**src/rtl/pkt_meta_pkg.sv**
```systemverilog
// Shared packet-metadata definitions: EtherType field location, classification codes and
// the steering state encoding used by the ingress stage and its downstream consumers.
package pkt_meta_pkg;

  localparam int ETYPE_LSB = 96;
  localparam int ETYPE_W   = 16;
  localparam logic [ETYPE_W-1:0] ETYPE_IPV4 = 16'h0800;
  localparam logic [ETYPE_W-1:0] ETYPE_IPV6 = 16'h86DD;

  typedef enum logic [1:0] {
    META = 2'd0,
    FWD  = 2'd1,
    DROP = 2'd2
  } state_t;

  typedef enum logic [1:0] {
    DST_P0   = 2'd0,
    DST_P1   = 2'd1,
    DST_DROP = 2'd2
  } dst_t;

  function automatic dst_t classify(input logic [ETYPE_W-1:0] etype);
    dst_t dst;
    case (etype)
      ETYPE_IPV4: dst = DST_P0;
      ETYPE_IPV6: dst = DST_P1;
      default:    dst = DST_DROP;
    endcase
    return dst;
  endfunction

endpackage

```
**src/rtl/axis_out_reg.sv**
```systemverilog
// Single-entry valid/ready output register: one cycle of latency, full throughput when the
// consumer drains and a new beat loads in the same cycle.
module axis_out_reg #(
  parameter int DATA_W = 512
) (
  input  logic              clk,
  input  logic              rst,
  input  logic              load,
  input  logic [DATA_W-1:0] ld_data,
  input  logic              ld_last,
  input  logic              ld_err,
  output logic              ld_ready,
  input  logic              m_tready,
  output logic              m_tvalid,
  output logic [DATA_W-1:0] m_tdata,
  output logic              m_tlast,
  output logic              m_terr
);

  logic              valid_q, valid_d;
  logic [DATA_W-1:0] data_q, data_d;
  logic              last_q, last_d;
  logic              err_q, err_d;

  // Next-state: a load always wins over a drain so back-to-back beats keep tvalid high.
  always_comb begin
    valid_d = valid_q;
    data_d  = data_q;
    last_d  = last_q;
    err_d   = err_q;
    if (load) begin
      valid_d = 1'b1;
      data_d  = ld_data;
      last_d  = ld_last;
      err_d   = ld_err;
    end else if (m_tready) begin
      valid_d = 1'b0;
    end else begin
      valid_d = valid_q;
    end
  end

  // Register stage.
  always_ff @(posedge clk or negedge rst) begin
    if (!rst) begin
      valid_q <= 1'b0;
      data_q  <= '0;
      last_q  <= 1'b0;
      err_q   <= 1'b0;
    end else begin
      valid_q <= valid_d;
      data_q  <= data_d;
      last_q  <= last_d;
      err_q   <= err_d;
    end
  end

  assign ld_ready = !valid_q || m_tready;
  assign m_tvalid = valid_q;
  assign m_tdata  = data_q;
  assign m_tlast  = last_q;
  assign m_terr   = err_q;

endmodule

```
**src/rtl/meta_steer.sv**
```systemverilog
// Strips the metadata beat of each packet, classifies it by EtherType and steers the
// payload beats to the IPv4 port, the IPv6 port, or discards them, keeping statistics.
module meta_steer
  import pkt_meta_pkg::*;
#(
  parameter int DATA_W = 512,
  parameter int META_W = 356,
  parameter int CNT_W  = 32
) (
  input  logic              clk,
  input  logic              rst,
  input  logic              s_tvalid,
  output logic              s_tready,
  input  logic [DATA_W-1:0] s_tdata,
  input  logic              s_tlast,
  input  logic              s_tuser,
  output logic              m0_tvalid,
  input  logic              m0_tready,
  output logic [DATA_W-1:0] m0_tdata,
  output logic              m0_tlast,
  output logic              m0_terr,
  output logic              m1_tvalid,
  input  logic              m1_tready,
  output logic [DATA_W-1:0] m1_tdata,
  output logic              m1_tlast,
  output logic              m1_terr,
  output logic [CNT_W-1:0]  fwd0_cnt,
  output logic [CNT_W-1:0]  fwd1_cnt,
  output logic [CNT_W-1:0]  drop_cnt,
  output logic [CNT_W-1:0]  err_cnt
);

  // EtherType must sit inside the metadata field; a too-narrow META_W falls back to bit 0.
  localparam int ETYPE_POS = (ETYPE_LSB + ETYPE_W <= META_W) ? ETYPE_LSB : 0;

  state_t           state_q, state_d;
  logic             sel_q, sel_d;
  logic [CNT_W-1:0] fwd0_q, fwd0_d;
  logic [CNT_W-1:0] fwd1_q, fwd1_d;
  logic [CNT_W-1:0] drop_q, drop_d;
  logic [CNT_W-1:0] err_q, err_d;

  logic             ld0_s, ld1_s;
  logic             ld_last_s, ld_err_s;
  logic             rdy0_s, rdy1_s;
  logic             s_tready_s;
  logic             acc_s;
  logic [ETYPE_W-1:0] etype_s;

  assign etype_s = s_tdata[ETYPE_POS +: ETYPE_W];
  assign acc_s   = s_tvalid && s_tready_s;

  // Next-state, handshake and statistics; at most one counter moves per accepted beat.
  always_comb begin
    state_d    = state_q;
    sel_d      = sel_q;
    fwd0_d     = fwd0_q;
    fwd1_d     = fwd1_q;
    drop_d     = drop_q;
    err_d      = err_q;
    ld0_s      = 1'b0;
    ld1_s      = 1'b0;
    ld_last_s  = s_tlast;
    ld_err_s   = 1'b0;
    s_tready_s = 1'b1;
    case (state_q)
      META: begin
        s_tready_s = 1'b1;
        if (acc_s && s_tuser && !s_tlast) begin
          case (classify(etype_s))
            DST_P0: begin
              sel_d   = 1'b0;
              state_d = FWD;
              fwd0_d  = fwd0_q + CNT_W'(1);
            end
            DST_P1: begin
              sel_d   = 1'b1;
              state_d = FWD;
              fwd1_d  = fwd1_q + CNT_W'(1);
            end
            default: begin
              state_d = DROP;
              drop_d  = drop_q + CNT_W'(1);
            end
          endcase
        end else if (acc_s) begin
          // Empty metadata packet, or payload without metadata.
          err_d   = err_q + CNT_W'(1);
          state_d = (s_tuser || s_tlast) ? META : DROP;
        end else begin
          state_d = META;
        end
      end
      FWD: begin
        s_tready_s = sel_q ? rdy1_s : rdy0_s;
        if (acc_s) begin
          ld0_s = !sel_q;
          ld1_s = sel_q;
          if (s_tuser) begin
            // Premature metadata closes the current packet as truncated.
            ld_last_s = 1'b1;
            ld_err_s  = 1'b1;
            err_d     = err_q + CNT_W'(1);
            state_d   = s_tlast ? META : DROP;
          end else begin
            state_d = s_tlast ? META : FWD;
          end
        end else begin
          state_d = FWD;
        end
      end
      DROP: begin
        s_tready_s = 1'b1;
        if (acc_s && s_tlast) begin
          state_d = META;
        end else begin
          state_d = DROP;
        end
      end
      default: begin
        state_d = META;
      end
    endcase
  end

  // State, selection and statistics registers.
  always_ff @(posedge clk or negedge rst) begin
    if (!rst) begin
      state_q <= META;
      sel_q   <= 1'b0;
      fwd0_q  <= '0;
      fwd1_q  <= '0;
      drop_q  <= '0;
      err_q   <= '0;
    end else begin
      state_q <= state_d;
      sel_q   <= sel_d;
      fwd0_q  <= fwd0_d;
      fwd1_q  <= fwd1_d;
      drop_q  <= drop_d;
      err_q   <= err_d;
    end
  end

  axis_out_reg #(.DATA_W(DATA_W)) u_out0 (
    .clk      (clk),
    .rst      (rst),
    .load     (ld0_s),
    .ld_data  (s_tdata),
    .ld_last  (ld_last_s),
    .ld_err   (ld_err_s),
    .ld_ready (rdy0_s),
    .m_tready (m0_tready),
    .m_tvalid (m0_tvalid),
    .m_tdata  (m0_tdata),
    .m_tlast  (m0_tlast),
    .m_terr   (m0_terr)
  );

  axis_out_reg #(.DATA_W(DATA_W)) u_out1 (
    .clk      (clk),
    .rst      (rst),
    .load     (ld1_s),
    .ld_data  (s_tdata),
    .ld_last  (ld_last_s),
    .ld_err   (ld_err_s),
    .ld_ready (rdy1_s),
    .m_tready (m1_tready),
    .m_tvalid (m1_tvalid),
    .m_tdata  (m1_tdata),
    .m_tlast  (m1_tlast),
    .m_terr   (m1_terr)
  );

  assign s_tready = s_tready_s;
  assign fwd0_cnt = fwd0_q;
  assign fwd1_cnt = fwd1_q;
  assign drop_cnt = drop_q;
  assign err_cnt  = err_q;

endmodule

```
**config.mk**
```make
export PLATFORM = sky130hd
export DESIGN_NAME = meta_steer
export DESIGN_NICKNAME = d
export VERILOG_FILES = /design/src/rtl/pkt_meta_pkg.sv /design/src/rtl/axis_out_reg.sv /design/src/rtl/meta_steer.sv
export SDC_FILE = /design/constraint.sdc
export NUM_CORES = 1
export LEC_CHECK = 0
export CAP_MARGIN = 20
export CORE_AREA = 2 2 663 665
export CTS_CLUSTER_DIAMETER = 120
export DETAILED_ROUTE_END_ITERATION = 12
export DIE_AREA = 0 0 665 667
export PLACE_DENSITY_LB_ADDON = 0.1
export SLEW_MARGIN = 20
export SYNTH_ARGS = -nofsm -noshare
export SYNTH_HDL_FRONTEND = slang
export SYNTH_HIERARCHICAL = 1
export SYNTH_SLANG_ARGS = --single-unit
```
**constraint.sdc**
```tcl
create_clock -name clk -period 3 [get_ports clk]
set_clock_uncertainty 0.2 [all_clocks]
set_input_delay 0.3 -clock clk [delete_from_list [all_inputs] [get_ports clk]]
set_output_delay 0.3 -clock clk [all_outputs]
set_load 0.005 [all_outputs]
```
[Word-level counts from Yosys, hierarchy flattened]
Cells that the tools add are included.
W data, S select, Z words.
Storage, ports and cells
  flip-flop bits (word level): 1161
  latch bits: 0
  RAM bits: 0
  bits in read-only memories: 0
  input port bits: 519
  output and inout bits: 1159
  logic and storage cells: 86
  memories kept: 0
Operators by class
  add/sub/neg operators: 4
  multiply operators: 0
  div/mod/pow operators: 0
  order comparisons: 0
  equal/unequal tests: 9
  shift operators: 0
  mux-type cells: 35
  bitwise gates (word level): 1
  reduce and logical (&&, ||, !) cells: 23
Operators with widths (number)
  $add A32 B1 Y32 const B: 4
  $mux W32: 4
  $pmux W32 S2: 1
  $mux W2: 10
  $mux W1: 17
  $eq A16 B12 Y1 const B: 1
  $eq A16 B16 Y1 const B: 1
  $reduce_and A3 Y1: 4
  $ne A2 B2 Y1 const B: 4
  $reduce_bool A2 Y1: 4
  $pmux W2 S3: 1
  $reduce_and A5 Y1: 1
  $eq A2 B1 Y1 const B: 2
  $logic_and A1 B1 Y1: 4
  $logic_not A1 Y1: 4
  $logic_not A2 Y1: 2
  $pmux W2 S2: 1
  $logic_or A1 B1 Y1: 3
  $eq A2 B2 Y1 const B: 1
  $pmux W1 S2: 1
  $reduce_or A2 Y1: 1
  $not A1 Y1: 1

[Longest topological paths before layout]
  word-level depth: 14
  gate-level depth with buffers: 8
  mapped depth without buffers: 6

[By module]
The synthesis kept the hierarchy.
By module, submodules not included
  axis_out_reg: times used 2, cells an instance 1088, area an instance 20529.7 µm², sequential area each 12887.4 µm²
  meta_steer: times used 1, cells an instance 581, area an instance 6259.8 µm², sequential area each 3278.1 µm²

[Least setup slack after synthesis]
Ideal clock, no wire load.
  path type: input -> register
  start point: in s_tdata[97]
  end point: reg fwd0_q[31] (netlist: fwd0_cnt[31])
  setup time: 75 ps
  arrival: 2240 ps
  data required time: 2725 ps
  setup slack: 485 ps
  stages on the path: 6
  buffers on the path: 1
  cell sequence: or4_4 or4_4 or4_4 buf_6 nor2_4 xor2_2
Between the ends
  longest elaborated chain between the ends: 6
  elaborated cells on any way between the ends: 7
  classes of those cells: eq/ne (2); mux (3); reduce/logical (2)
Ends and longest elaborated chain
  from (decl): RTL line meta_steer.sv:14  | input logic [DATA_W-1:0] s_tdata,
  $eq A16 B16 Y1 / $eq A16 B12 Y1 (equally long branches): RTL line pkt_meta_pkg.sv:24  | case (etype)
  $pmux W2 S2 (*): RTL line pkt_meta_pkg.sv:24
  $mux W2 (*): RTL line meta_steer.sv:69  | if (acc_s && s_tuser && !s_tlast) begin
  $mux W2 (*): RTL line meta_steer.sv:66  | case (state_q)
  $logic_not A2 Y1 (*): RTL line meta_steer.sv:70  | case (classify(etype_s))
  $reduce_and A3 Y1 (no line) (*)
  to (signal assigned): RTL line meta_steer.sv:138  | fwd0_q <= fwd0_d;
  to (decl): RTL line meta_steer.sv:38  | logic [CNT_W-1:0] fwd0_q, fwd0_d;
Every way passes the cells marked *; elsewhere a longest branch is shown, timed or not. The select of a mux whose other input is x is not followed.
A chain may end at the register's enable or synchronous reset.

[Worst setup path in the final report]
  start point: in s_tdata[104]
  end point: reg fwd0_q[30] (netlist: fwd0_cnt[30])
The elaborated chain is that of the path after synthesis.

==> results.cfg <==
[placement]
pre_cts_ws_ns = -0.5471
io_buffers = 1677
post-place-cells = 10270
place.gp.congestion = 0.7913
dp_hpwl_um = 242500

[final_layout]
final_cells = 11060
mostFrequentLayoutCell = clkdlybuf4s50_1
layout-drive-gt1-share_pct = 29.11
final_util_pct = 19.03
syn_to_final_growth_pct = 75.55
final_cell_mix = 1673 x clkdlybuf4s50_1, 1161 x dfrtp_1, 699 x mux2_4
finalNetCount = 5660

[clocking]
post_cts_buffers = 0
h-tree-depth = 4
clkLatencyLatePin_ns = 0.86
clk_pin_slew_ns = 0.06
clock_sinks = 1161
ctsRootBufferMaster = clkbuf_16
cts-buffers-inserted = 174
cts_buffer_depth = 4
cts_tree = built

[run]
max_cap_viol_count = 0

[synthesis]
synth_cell_types = 46
ys_warn_count = 6
synthTopCellsByArea = dfrtp_1 61%, mux2_4 22%, mux2_2 8.0%
synth_cells = 2757
synth_edf_count = 0
syn_area_per_cell_um2 = 17.16
synth_top_area_share_pct = 61.40
synth_top_area_cell = dfrtp_1
synth_seq_cells = 1161
netlist_area_mm2 = 0.04732
syn_nets = 3280
ys_seq_area_share_pct = 61.40
ys.flop_type = dfrtp_1
async_flop_share_pct = 100.0

[floorplan]
std_cell_rows = 243
die-width_um = 665
die-area_mm2 = 0.4436
start_util_pct = 10.84
ioPinCount = 1678
core_area_mm2 = 0.4366
dieHeight_um = 667

[power_and_ir_drop]
seqPwrFrac_pct = 39.9
p_comb_share_pct = 6.1
power.density_mw_per_mm2 = 477.6
swShare_pct = 24.65
p_total_mw = 39.67
ir_worst_vdd_mv = 0.3647
p_int_mw = 29.90
power_leakage_nw = 35.52
p_sw_mw = 9.778
p_clk_share_pct = 54.0

[setup_path]
crit_path_end_kind = register
startpoint_type = primary input
crit_arrival_ns = 3.53
cp_max_fo = 4
critical_path_class = in -> reg
cp_data_required_time_ns = 3.51

[sta]
hold_viol = 0
rsz0062_at_grt = false
slew_headroom_pct = 44.07
drv_slew = 0
max_freq_mhz = 330.8
finalSetupViolCount = 1
finalHoldWorstSlack_ns = 0.06059
worstMarginPinSlew_ns = 0.8390
fin_crit_sh_pct = 100.8
timing.final.ws_setup_ns = -0.02335
post-route-min-period_ns = 3.023

[status]
outcome = finished, violations left
violations = setup timing

[global_routing]
grt_usage_pct = 12.83
grt_pass1_wl_um = 382500
grt_max_degree = 117
grt_pass1_vias = 36670
grt_overflow = 0
antenna_found_initial = 142

[detailed_routing]
wl_um = 294900
drt-initial-drc-count = 1229
dr.pass1.iters = 4
wl_per_cell_um = 26.66
antenna_left = 0
drc = 0
route.vias.total = 33440
avgViaCountPerCell = 3.023

[hold_path]
hold_path.class = in -> reg
## path summary, 6_finish.rpt
check,start,to,slack (ns),cells past startpoint
min,s_tdata[63],u_out0/m_tdata[63],0.06,2
max reg2reg,state_q[0],fwd0_cnt[30],0.27,7
max,s_tdata[104],fwd0_cnt[30],-0.02,9
min in group asynchronous,rst,u_out0/m_tdata[291],0.52,4
min reg2reg,err_cnt[31],err_cnt[31],0.27,1
max in group asynchronous,rst,u_out0/m_tdata[397],1.13,4
## synth_stat cells, drive strengths merged (2+ instances only)
cell type,n
nor3,29
nor4,14
xor2,53
buf,121
nor2,29
o21ai,3
inv,6
or2,5
ha,4
o21a,2
nor4b,4
clkbuf,8
and2,7
nor2b,4
mux2,1033
nand4b,2
nand3,48
xnor2,71
nand2b,7
or3,2
or3b,2
and4,12
and3,22
nand4,47
or4,6
dfrtp,1161
nand2,47
## what timing repair did
item,4_1_cts,5_1_grt
endpoints found under the setup margin,1,0
hold endpoints to repair,2018,0
gates resized for setup,5,0
hold buffers,450,0
## registers in the layout, indices dropped and copies added (netlist names), 2 cells and up
name and cells:
drop_cnt 32, u_out1/m_tdata 512, err_cnt 32, fwd0_cnt 32, state_q 2, fwd1_cnt 32, u_out0/m_tdata 512
## routing by layer
metal | vias to the layer above | part of all wire (%) | wire length [µm] | track usage (%)
met1 | 16940 | 36 | 107000 | 13.56
met2 | 1275 | 51 | 151700 | 23.15
met3 | 517 | 8.2 | 24130 | 4.813
met5 | - | 0.090 | 265 | 0
met4 | 40 | 4.0 | 11770 | 4.589
li1 | 14670 | - | - | -
## metrics by stage
stage	area (µm²)	TNS (ns)
global placement	72620	-31.15
CTS	82980	0
global route	83030	0
finish	83070	-0.02335
floorplan	47320	0
detailed placement	72620	-47.81
## worst max-delay path: stages
cell and delay, ns:
dlygate4sd3_1 0.53, clkdlybuf4s50_1 0.46, or4_4 0.57, or4_4 0.55
buf_4 0.15, nor4_1 0.47, buf_4 0.23, nand4_1 0.12
xnor2_1 0.15
## power by group through the flow
stage          combinational [mW]  sequential, mW  clock [mW]
2_1_floorplan               0.129            16.1           0
3_3_place_gp                 1.87            16.1           0
3_5_place_dp                 1.87            16.1           0
4_1_cts                      2.58            15.8        22.5
5_1_grt                      2.64            15.8        23.0
6_report                     2.43            15.8        21.4
## cell families after synthesis
kind of cell               after synthesis  share of synthesized area (%)
DFF                                   1161                          61.40
muxes                                 1033                          30.12
and+or+nand+nor                        291                          3.496
buffers and inverters                  135                          2.443
xor gates and xnor gates               124                          2.311
AOI/OAI and AO/OA                        9                         0.1269
adders and majority gates                4                         0.1058
## layout make-up
| class | instances | area (µm²) |
|---|---|---|
| Clock inverter | 49 | 661.9 |
| Multi-Input combinational cell | 1461 | 17120 |
| Fill cell | 47240 | 353500 |
| Tap cell | 5757 | 7203 |
| Timing Repair Buffer | 2333 | 23740 |
| Inverter | 6 | 22.52 |
| Antenna cell | 37 | 92.59 |
| Sequential cell | 1161 | 29050 |
| Clock buffer | 259 | 5176 |
Note: power is estimated with default switching activity, not from simulation.
